==> src/rtl/shared_reg_arbiter_if.sv <==
// Bundle of requester-side and register-side signals for shared_reg_arbiter.
// The master modport is the requester cluster; the slave modport is the arbiter.
interface shared_reg_arbiter_if #(
    parameter int NREQ  = 4,
    parameter int WIDTH = 8,
    parameter int IDXW  = $clog2(NREQ)
);
    logic [NREQ-1:0]       req;
    logic [2*NREQ-1:0]     op;
    logic [WIDTH*NREQ-1:0] din;
    logic [NREQ-1:0]       gnt;
    logic [WIDTH-1:0]      q;
    logic [WIDTH-1:0]      nq;
    logic [IDXW-1:0]       owner;
    logic                  busy;

    modport master (output req, op, din, input gnt, q, nq, owner, busy);
    modport slave  (input req, op, din, output gnt, q, nq, owner, busy);
endinterface

==> src/rtl/shared_reg_arbiter.sv <==
// Round-robin sequencer giving NREQ requesters exclusive write access to one
// shared register: pick in IDLE, commit the latched operation in EXEC, acknowledge in ACK.
module shared_reg_arbiter #(
    parameter int NREQ  = 4,
    parameter int WIDTH = 8,
    parameter int IDXW  = $clog2(NREQ)
) (
    input  logic              clk,
    input  logic              rst,
    shared_reg_arbiter_if.slave bus
);
    localparam logic [1:0] ST_IDLE = 2'd0;
    localparam logic [1:0] ST_EXEC = 2'd1;
    localparam logic [1:0] ST_ACK  = 2'd2;

    localparam logic [1:0] OP_LOAD   = 2'b00;
    localparam logic [1:0] OP_CLEAR  = 2'b01;
    localparam logic [1:0] OP_PRESET = 2'b10;

    logic [1:0]       state_q, state_d;
    logic [IDXW-1:0]  owner_q, owner_d;
    logic [IDXW-1:0]  last_q, last_d;
    logic [1:0]       op_q, op_d;
    logic [WIDTH-1:0] din_q, din_d;
    logic [WIDTH-1:0] q_q, q_d;
    logic [NREQ-1:0]  gnt_q, gnt_d;
    logic             busy_q, busy_d;

    logic [WIDTH-1:0] din_arr_s [NREQ];
    logic [1:0]       op_arr_s  [NREQ];
    logic             pick_found_s;
    logic [IDXW-1:0]  pick_idx_s;
    logic [IDXW-1:0]  cand_s;

    for (genvar g = 0; g < NREQ; g++) begin : g_unpack
        assign din_arr_s[g] = bus.din[WIDTH*g +: WIDTH];
        assign op_arr_s[g]  = bus.op[2*g +: 2];
    end

    // Round-robin winner: first active request strictly after the last served index.
    always_comb begin
        pick_found_s = 1'b0;
        pick_idx_s   = {IDXW{1'b0}};
        cand_s       = {IDXW{1'b0}};
        for (int k = 1; k <= NREQ; k++) begin
            cand_s = IDXW'((int'(last_q) + k) % NREQ);
            if (!pick_found_s && bus.req[cand_s]) begin
                pick_found_s = 1'b1;
                pick_idx_s   = cand_s;
            end else begin
                pick_found_s = pick_found_s;
            end
        end
    end

    // Sequencer next-state: latch on pick, commit on leaving EXEC, pulse gnt in ACK.
    always_comb begin
        state_d = state_q;
        owner_d = owner_q;
        last_d  = last_q;
        op_d    = op_q;
        din_d   = din_q;
        q_d     = q_q;
        gnt_d   = {NREQ{1'b0}};
        case (state_q)
            ST_IDLE: begin
                if (pick_found_s) begin
                    state_d = ST_EXEC;
                    owner_d = pick_idx_s;
                    op_d    = op_arr_s[pick_idx_s];
                    din_d   = din_arr_s[pick_idx_s];
                end else begin
                    state_d = ST_IDLE;
                end
            end
            ST_EXEC: begin
                case (op_q)
                    OP_LOAD:   q_d = din_q;
                    OP_CLEAR:  q_d = {WIDTH{1'b0}};
                    OP_PRESET: q_d = {WIDTH{1'b1}};
                    default:   q_d = q_q;
                endcase
                last_d         = owner_q;
                gnt_d[owner_q] = 1'b1;
                state_d        = ST_ACK;
            end
            ST_ACK: begin
                state_d = ST_IDLE;
            end
            default: begin
                state_d = ST_IDLE;
            end
        endcase
        busy_d = (state_d != ST_IDLE);
    end

    // State registers; reset abandons any in-flight operation without committing it.
    always_ff @(posedge clk or negedge rst) begin
        if (!rst) begin
            state_q <= ST_IDLE;
            owner_q <= {IDXW{1'b0}};
            last_q  <= IDXW'(NREQ - 1);
            op_q    <= 2'b00;
            din_q   <= {WIDTH{1'b0}};
            q_q     <= {WIDTH{1'b0}};
            gnt_q   <= {NREQ{1'b0}};
            busy_q  <= 1'b0;
        end else begin
            state_q <= state_d;
            owner_q <= owner_d;
            last_q  <= last_d;
            op_q    <= op_d;
            din_q   <= din_d;
            q_q     <= q_d;
            gnt_q   <= gnt_d;
            busy_q  <= busy_d;
        end
    end

    assign bus.gnt   = gnt_q;
    assign bus.q     = q_q;
    assign bus.nq    = ~q_q;
    assign bus.owner = owner_q;
    assign bus.busy  = busy_q;
endmodule

==> src/flat_wrapper.sv <==
// flat-port wrapper written by rule: the top's interface ports become plain ports
module shared_reg_arbiter_flat 
#(
    parameter int NREQ  = 4,
    parameter int WIDTH = 8,
    parameter int IDXW  = $clog2(NREQ)
)
  (clk, rst, bus_req, bus_op, bus_din, bus_gnt, bus_q, bus_nq, bus_owner, bus_busy);
  shared_reg_arbiter_if #(.NREQ(NREQ), .WIDTH(WIDTH), .IDXW(IDXW)) bus_i ();
  input  logic clk;
  input  logic rst;
  input wire logic [$bits(bus_i.req)-1:0] bus_req;
  input wire logic [$bits(bus_i.op)-1:0] bus_op;
  input wire logic [$bits(bus_i.din)-1:0] bus_din;
  output wire logic [$bits(bus_i.gnt)-1:0] bus_gnt;
  output wire logic [$bits(bus_i.q)-1:0] bus_q;
  output wire logic [$bits(bus_i.nq)-1:0] bus_nq;
  output wire logic [$bits(bus_i.owner)-1:0] bus_owner;
  output wire logic [$bits(bus_i.busy)-1:0] bus_busy;
  assign bus_i.req = bus_req;
  assign bus_i.op = bus_op;
  assign bus_i.din = bus_din;
  assign bus_gnt = bus_i.gnt;
  assign bus_q = bus_i.q;
  assign bus_nq = bus_i.nq;
  assign bus_owner = bus_i.owner;
  assign bus_busy = bus_i.busy;
  shared_reg_arbiter #(.NREQ(NREQ), .WIDTH(WIDTH), .IDXW(IDXW)) u_core (.clk(clk), .rst(rst), .bus(bus_i));
endmodule
==> config.mk <==
export PLATFORM = sky130hd
export DESIGN_NAME = shared_reg_arbiter_flat
export DESIGN_NICKNAME = d
export VERILOG_FILES = /design/src/rtl/shared_reg_arbiter_if.sv /design/src/rtl/shared_reg_arbiter.sv /design/src/flat_wrapper.sv
export SDC_FILE = /design/constraint.sdc
export NUM_CORES = 1
export LEC_CHECK = 0
export CAP_MARGIN = 10
export CORE_MARGIN = 2
export CORE_UTILIZATION = 39
export DETAILED_ROUTE_END_ITERATION = 10
export MAX_ROUTING_LAYER = met4
export PLACE_DENSITY = 0.84
export SYNTH_ARGS = -nofsm -noshare
export SYNTH_HDL_FRONTEND = slang
export SYNTH_SLANG_ARGS = --single-unit
==> constraint.sdc <==
create_clock -name clk -period 1.55 [get_ports clk]
set_input_delay 0.3875 -clock clk [delete_from_list [all_inputs] [get_ports clk]]
set_output_delay 0.3875 -clock clk [all_outputs]
set_load 0.01 [all_outputs]
### Word-level counts from Yosys, hierarchy flattened

Index checks and enable logic that the tools add are counted.
W data, S select, Z words.

| cells by class | value |
|---|---|
| bitwise operators | 2 |
| $add $sub $neg | 4 |
| shift-type cells | 0 |
| div/mod/pow operators | 0 |
| eq/ne operators | 3 |
| magnitude comparators | 7 |
| reductions and logical operators | 13 |
| muxes and demuxes | 28 |
| multipliers | 0 |

Operator list:

| kind | number |
|---|---|
| $pmux W8 S3 | 1 |
| $bmux W8 S2 | 1 |
| $mux W8 | 2 |
| $lt A2 B3 Y1 const B | 5 |
| $mux W2 | 6 |
| $mux W1 | 10 |
| $bmux W1 S2 | 4 |
| $not A8 Y8 | 1 |
| $add A2 B1 Y2 const B | 2 |
| $add A2 B2 Y2 const B | 2 |
| $bmux W2 S2 | 1 |
| $eq A2 B1 Y1 const B | 2 |
| $logic_and A1 B1 Y1 | 4 |
| $logic_not A2 Y1 | 2 |
| $mux W4 | 1 |
| $pmux W2 S2 | 1 |
| $reduce_and A2 Y1 | 2 |
| $ge A3 B3 Y1 const B | 1 |
| $logic_not A1 Y1 | 3 |
| $not A2 Y3 | 1 |
| $reduce_bool A3 Y1 | 1 |
| $demux W1 S2 | 1 |
| $eq A2 B2 Y1 const B | 1 |
| $ge A2 B1 Y1 const B | 1 |
| $reduce_bool A2 Y1 | 1 |

| storage, ports and cells | value |
|---|---|
| latch bits | 0 |
| memory bits (writable) | 0 |
| bits in read-only memories | 0 |
| memories kept | 0 |
| flip-flop bits (word level) | 29 |

### Depth between registers and ports, before layout

| depth | value |
|---|---|
| depth after elaboration | 17 |
| depth in mapped cells | 7 |
| mapped depth without buffers | 5 |

### Worst setup path before layout

OpenSTA, ideal clock, no wires.

| timing | value |
|---|---|
| kind | flip-flop to flip-flop |
| start | register u_core.last_q[0] |
| end | register u_core.din_q[0] |
| required time | 1.420 ns |
| library setup time | 0.130 ns |
| cell stages (with the launch flop) | 7 |
| arrival | 1.449 ns |
| path slack | -0.029 ns |
| path through | dfstp_2 -> nor2b_4 -> o21a_4 -> nor3_4 -> buf_6 -> mux2i_1 -> o211ai_2 |

| between the ends | value |
|---|---|
| cells in the longest elaborated chain, start to end | 17 |

Ends and longest elaborated chain:

| element | line | source |
|---|---|---|
| start, declared | shared_reg_arbiter.sv:22 | `logic [IDXW-1:0] last_q, last_d;` |
| start signal, assigned | shared_reg_arbiter.sv:102 | `last_q <= IDXW'(NREQ - 1);` |
| start signal, assigned | shared_reg_arbiter.sv:111 | `last_q <= last_d;` |
| $add A2 B1 Y2 | shared_reg_arbiter.sv:46 | `cand_s = IDXW'((int'(last_q) + k) % NREQ);` |
| $bmux W1 S2 | shared_reg_arbiter.sv:47 | `if (!pick_found_s && bus.req[cand_s]) begin` |
| $mux W1 (implied by the code) | shared_reg_arbiter.sv:47 |  |
| $mux W1 | shared_reg_arbiter.sv:47 |  |
| $logic_not A1 Y1 | shared_reg_arbiter.sv:47 |  |
| $logic_and A1 B1 Y1 | shared_reg_arbiter.sv:47 |  |
| $mux W1 | shared_reg_arbiter.sv:47 |  |
| $logic_not A1 Y1 | shared_reg_arbiter.sv:47 |  |
| $logic_and A1 B1 Y1 | shared_reg_arbiter.sv:47 |  |
| $mux W1 | shared_reg_arbiter.sv:47 |  |
| $logic_not A1 Y1 | shared_reg_arbiter.sv:47 |  |
| $logic_and A1 B1 Y1 | shared_reg_arbiter.sv:47 |  |
| $mux W2 | shared_reg_arbiter.sv:47 |  |
| $not A2 Y3 (implied by the code) | shared_reg_arbiter.sv:71 | `din_d = din_arr_s[pick_idx_s];` |
| $bmux W8 S2 | shared_reg_arbiter.sv:71 |  |
| $mux W8 (implied by the code) (2 in a row) | shared_reg_arbiter.sv:71 |  |
| end signal, assigned | shared_reg_arbiter.sv:104 | `din_q <= {WIDTH{1'b0}};` |
| end signal, assigned | shared_reg_arbiter.sv:113 | `din_q <= din_d;` |
| end, declared | shared_reg_arbiter.sv:24 | `logic [WIDTH-1:0] din_q, din_d;` |

Several ways; a longest one is shown, not always the timed one. The select of a mux whose other input is x is not followed.
A chain may end at the register's enable or synchronous reset.

### Final worst setup path

| timing | value |
|---|---|
| start | register u_core.last_q[0] |
| end | register u_core.op_q[1] |

| between the ends | value |
|---|---|
| cells in the longest elaborated chain, start to end | 17 |

Ends and longest elaborated chain:

| element | line | source |
|---|---|---|
| $add A2 B1 Y2 | shared_reg_arbiter.sv:46 |  |
| $bmux W1 S2 | shared_reg_arbiter.sv:47 |  |
| $mux W1 (implied by the code) | shared_reg_arbiter.sv:47 |  |
| $mux W1 | shared_reg_arbiter.sv:47 |  |
| $logic_not A1 Y1 | shared_reg_arbiter.sv:47 |  |
| $logic_and A1 B1 Y1 | shared_reg_arbiter.sv:47 |  |
| $mux W1 | shared_reg_arbiter.sv:47 |  |
| $logic_not A1 Y1 | shared_reg_arbiter.sv:47 |  |
| $logic_and A1 B1 Y1 | shared_reg_arbiter.sv:47 |  |
| $mux W1 | shared_reg_arbiter.sv:47 |  |
| $logic_not A1 Y1 | shared_reg_arbiter.sv:47 |  |
| $logic_and A1 B1 Y1 | shared_reg_arbiter.sv:47 |  |
| $mux W2 | shared_reg_arbiter.sv:47 |  |
| $not A2 Y3 (implied by the code) | shared_reg_arbiter.sv:70 | `op_d = op_arr_s[pick_idx_s];` |
| $bmux W2 S2 | shared_reg_arbiter.sv:70 |  |
| $mux W2 (implied by the code) (2 in a row) | shared_reg_arbiter.sv:70 |  |
| end signal, assigned | shared_reg_arbiter.sv:112 | `op_q <= op_d;` |
| end, declared | shared_reg_arbiter.sv:23 | `logic [1:0] op_q, op_d;` |

Several ways; a longest one is shown, not always the timed one. The select of a mux whose other input is x is not followed.

==> impl_metrics.ini <==
[floorplan]
die_w_um = 70.49
io_pins = 69
die_y_um = 70.49
num_rows = 24
start_util_pct = 40.15
dieArea_um2 = 4969
core_area_um2 = 4294

[synthesis]
synth_top_cell_area_share_pct = 39.19
yosysTopAreaCell = dfrtp_1
synthCells = 171
synth_most_common_cell = dfrtp_1
ys_ff_latch = 29
synth.distinct_cells = 37
syn-num-nets = 219
synth-edff-count = 0
yosysWarnings = 0
ys_seq_area_share_pct = 42.24
synthTopCellsByArea = dfrtp_1 39%, o211ai_2 6.5%, mux2i_1 5.8%
synthArstFlopShare_pct = 100.0
netlist_area_um2 = 1724
syn_area_per_cell_um2 = 10.08
yosys-top-cells-count = 27 x dfrtp_1, 19 x nand2_1, 16 x a21oi_1
synth_ff_type = dfrtp_1

[drt]
routed_via_density = 4.997
ant_nets = 0
wl_per_cell_um = 13.47
wl_um = 4215
vias = 1564
drc = 0
drtIter0Drc = 96
drt-pass1-iter-count = 5

[global_routing]
grt_max_degree = 17
first_global_vias = 1506
antenna_found_initial = 0
grt_usage_pct = 18.20
grt_first_pass_wirelength_um = 6927
grt.overflow.total = 0

[clock_tree]
tritoncts = built
ctsLongestPathBuffers = 2
numClockSinks = 29
clkLatencyLatePin_ns = 0.28
cts_made_buffers = 5
htreeDepth = 2
cts.reportedPaths.clkPinSlew_ns = 0.06
root_buffer = clkbuf_8

[worst_setup_path]
cp_slowest_stage_delay_ns = 0.58
path_delay_family = flip-flops
cp.buffers_inverters = 1
cp.required_ns = 1.71
path_cells = nor2b_4 -> o21a_4 -> nor3_4 -> buf_12 -> mux2i_2 -> o211ai_2
worstSetupPathType = flip-flop to flip-flop
arrival_ns = 1.85
slowest_stage = dfstp_2
endpoint_kind = flip-flop
worst-path-max-fanout = 10
worstSetupStartpointType = flip-flop

[timing]
max_slew_margin_pct = 69.23
max_freq_ghz = 0.5909
rsz0062_at_grt = yes
setup_violations = 10
period_minus_slack_ns = 1.692
maxSlewViolCount = 0
hold_viol = 0
layout_setup_ws_ns = -0.1423
skew_ns = 0.01115
period_share_pct = 109.2
worst_slew_pin_slew_ns = 0.4585
fin_hold_ws_ns = 0.4052

[cells_and_area]
drive_gt1_share_pct = 24.52
final_util_pct = 64.04
stdcell_count = 313
layout.nets = 308
antennaDiodeCount = 0
synthToLayoutAreaGrowth_pct = 59.51

[worst_hold_path]
hold_path.class = primary input to async pin

[placed_design]
dpl_worst_slack_ns = -0.5628
dp_hpwl_um = 3215
dp.cells = 302
port_buffers = 68
gp_congestion = 0.8176

[pwr]
total_leakage_power_nw = 1.289
ir_worst_vdd_v = 0.0006297
powerDensity_nw_per_um2 = 1770

[run]
drv_cap = 0

[status]
violations = setup timing
status = finished, violations left
==> final timing paths <==
check	endpoint	depth (start not counted)	from	slack (ns)
min in group clk	u_core.last_q[0]$_DFFE_PN1P_	2	u_core.last_q[0]$_DFFE_PN1P_	0.50
worst min register to register	u_core.last_q[0]$_DFFE_PN1P_	2	u_core.last_q[0]$_DFFE_PN1P_	0.50
worst max-delay path	u_core.op_q[1]$_DFFE_PN0P_	6	u_core.last_q[0]$_DFFE_PN1P_	-0.14
worst min-delay path	u_core.bus.owner[1]$_DFFE_PN0P_	1	rst	0.41
worst max register to register	u_core.op_q[1]$_DFFE_PN0P_	6	u_core.last_q[0]$_DFFE_PN1P_	-0.14
max in group asynchronous	u_core.bus.q[6]$_DFFE_PN0P_	2	rst	0.65
==> metrics by stage <==
step	total power, mW	instance area (um2)	TNS [ns]
floorplan	3.077	1735	0
global placement	4.210	2597	-6.513
detailed placement	4.304	2597	-6.855
CTS	4.851	2718	-1.063
global route	5.246	2750	-1.726
finish	4.868	2750	-1.108
==> routing by layer <==
| metal | track usage, % | up-vias | part of all wire [%] |
|---|---|---|---|
| met5 | - | - | 0 |
| met4 | 8.547 | 0 | 2.0 |
| met3 | 3.463 | 9 | 5.4 |
| met2 | 28.72 | 59 | 49 |
| met1 | 22.51 | 694 | 43 |
| li1 | - | 802 | - |
==> repair_timing <==
| item | 4_1_cts | 5_1_grt |
|---|---|---|
| setup buffers | 2 | 1 |
| resized for setup | 31 | 6 |
| hold buffers | 0 | 0 |
| pin swaps | 3 | 0 |
| endpoints found under the setup margin | 32 | 14 |
==> state kept, by name, indices dropped and copies added (netlist names) <==
| register | flops |
|---|---|
| u_core.din_q | 8 |
| u_core.state_q | 2 |
| u_core.op_q | 2 |
| u_core.last_q | 2 |
| u_core.bus.owner | 2 |
| u_core.bus.busy | 1 |
| u_core.bus.gnt | 4 |
| u_core.bus.q | 8 |
==> layout make-up <==
cell class	instances	area, um2
fill	355	1544
multi-input combinational	122	954.7
timing repair buffer	91	878.3
sequential	29	728.2
clock buffer	6	72.57
tap	52	65.06
inverter	11	41.29
clock inverter	2	10.01
==> power by group <==
part | switching [mW] | internal [mW]
registers | 0.223 | 1.15
logic | 1.44 | 1.47
clock network | 0.273 | 0.310
==> layout by cell type (no fill, tap or decap), drive strengths merged, types with 2 or more instances in the layout <==
master / count
inv: 11
o21a: 2
nor3: 2
nor2: 13
nor2b: 3
mux2i: 10
o21ai: 13
dfstp: 2
o31a: 10
dlymetal6s2s: 3
ha: 2
buf: 23
a21oi: 18
nand2: 19
clkinv: 2
o211ai: 9
dfrtp: 27
and4: 10
clkdlybuf4s50: 43
clkbuf: 6
dlygate4sd2: 22
nand2b: 3
==> cells by family after synthesis <==
kind of cell | count (synthesis) | synth area share (%)
compound gates | 56 | 26.85
fa+ha+maj | 2 | 1.451
buf+inv | 20 | 5.587
flops | 29 | 42.24
mux | 10 | 5.806
simple gates | 54 | 18.07
No activity file was read; power rests on OpenSTA's default activity.
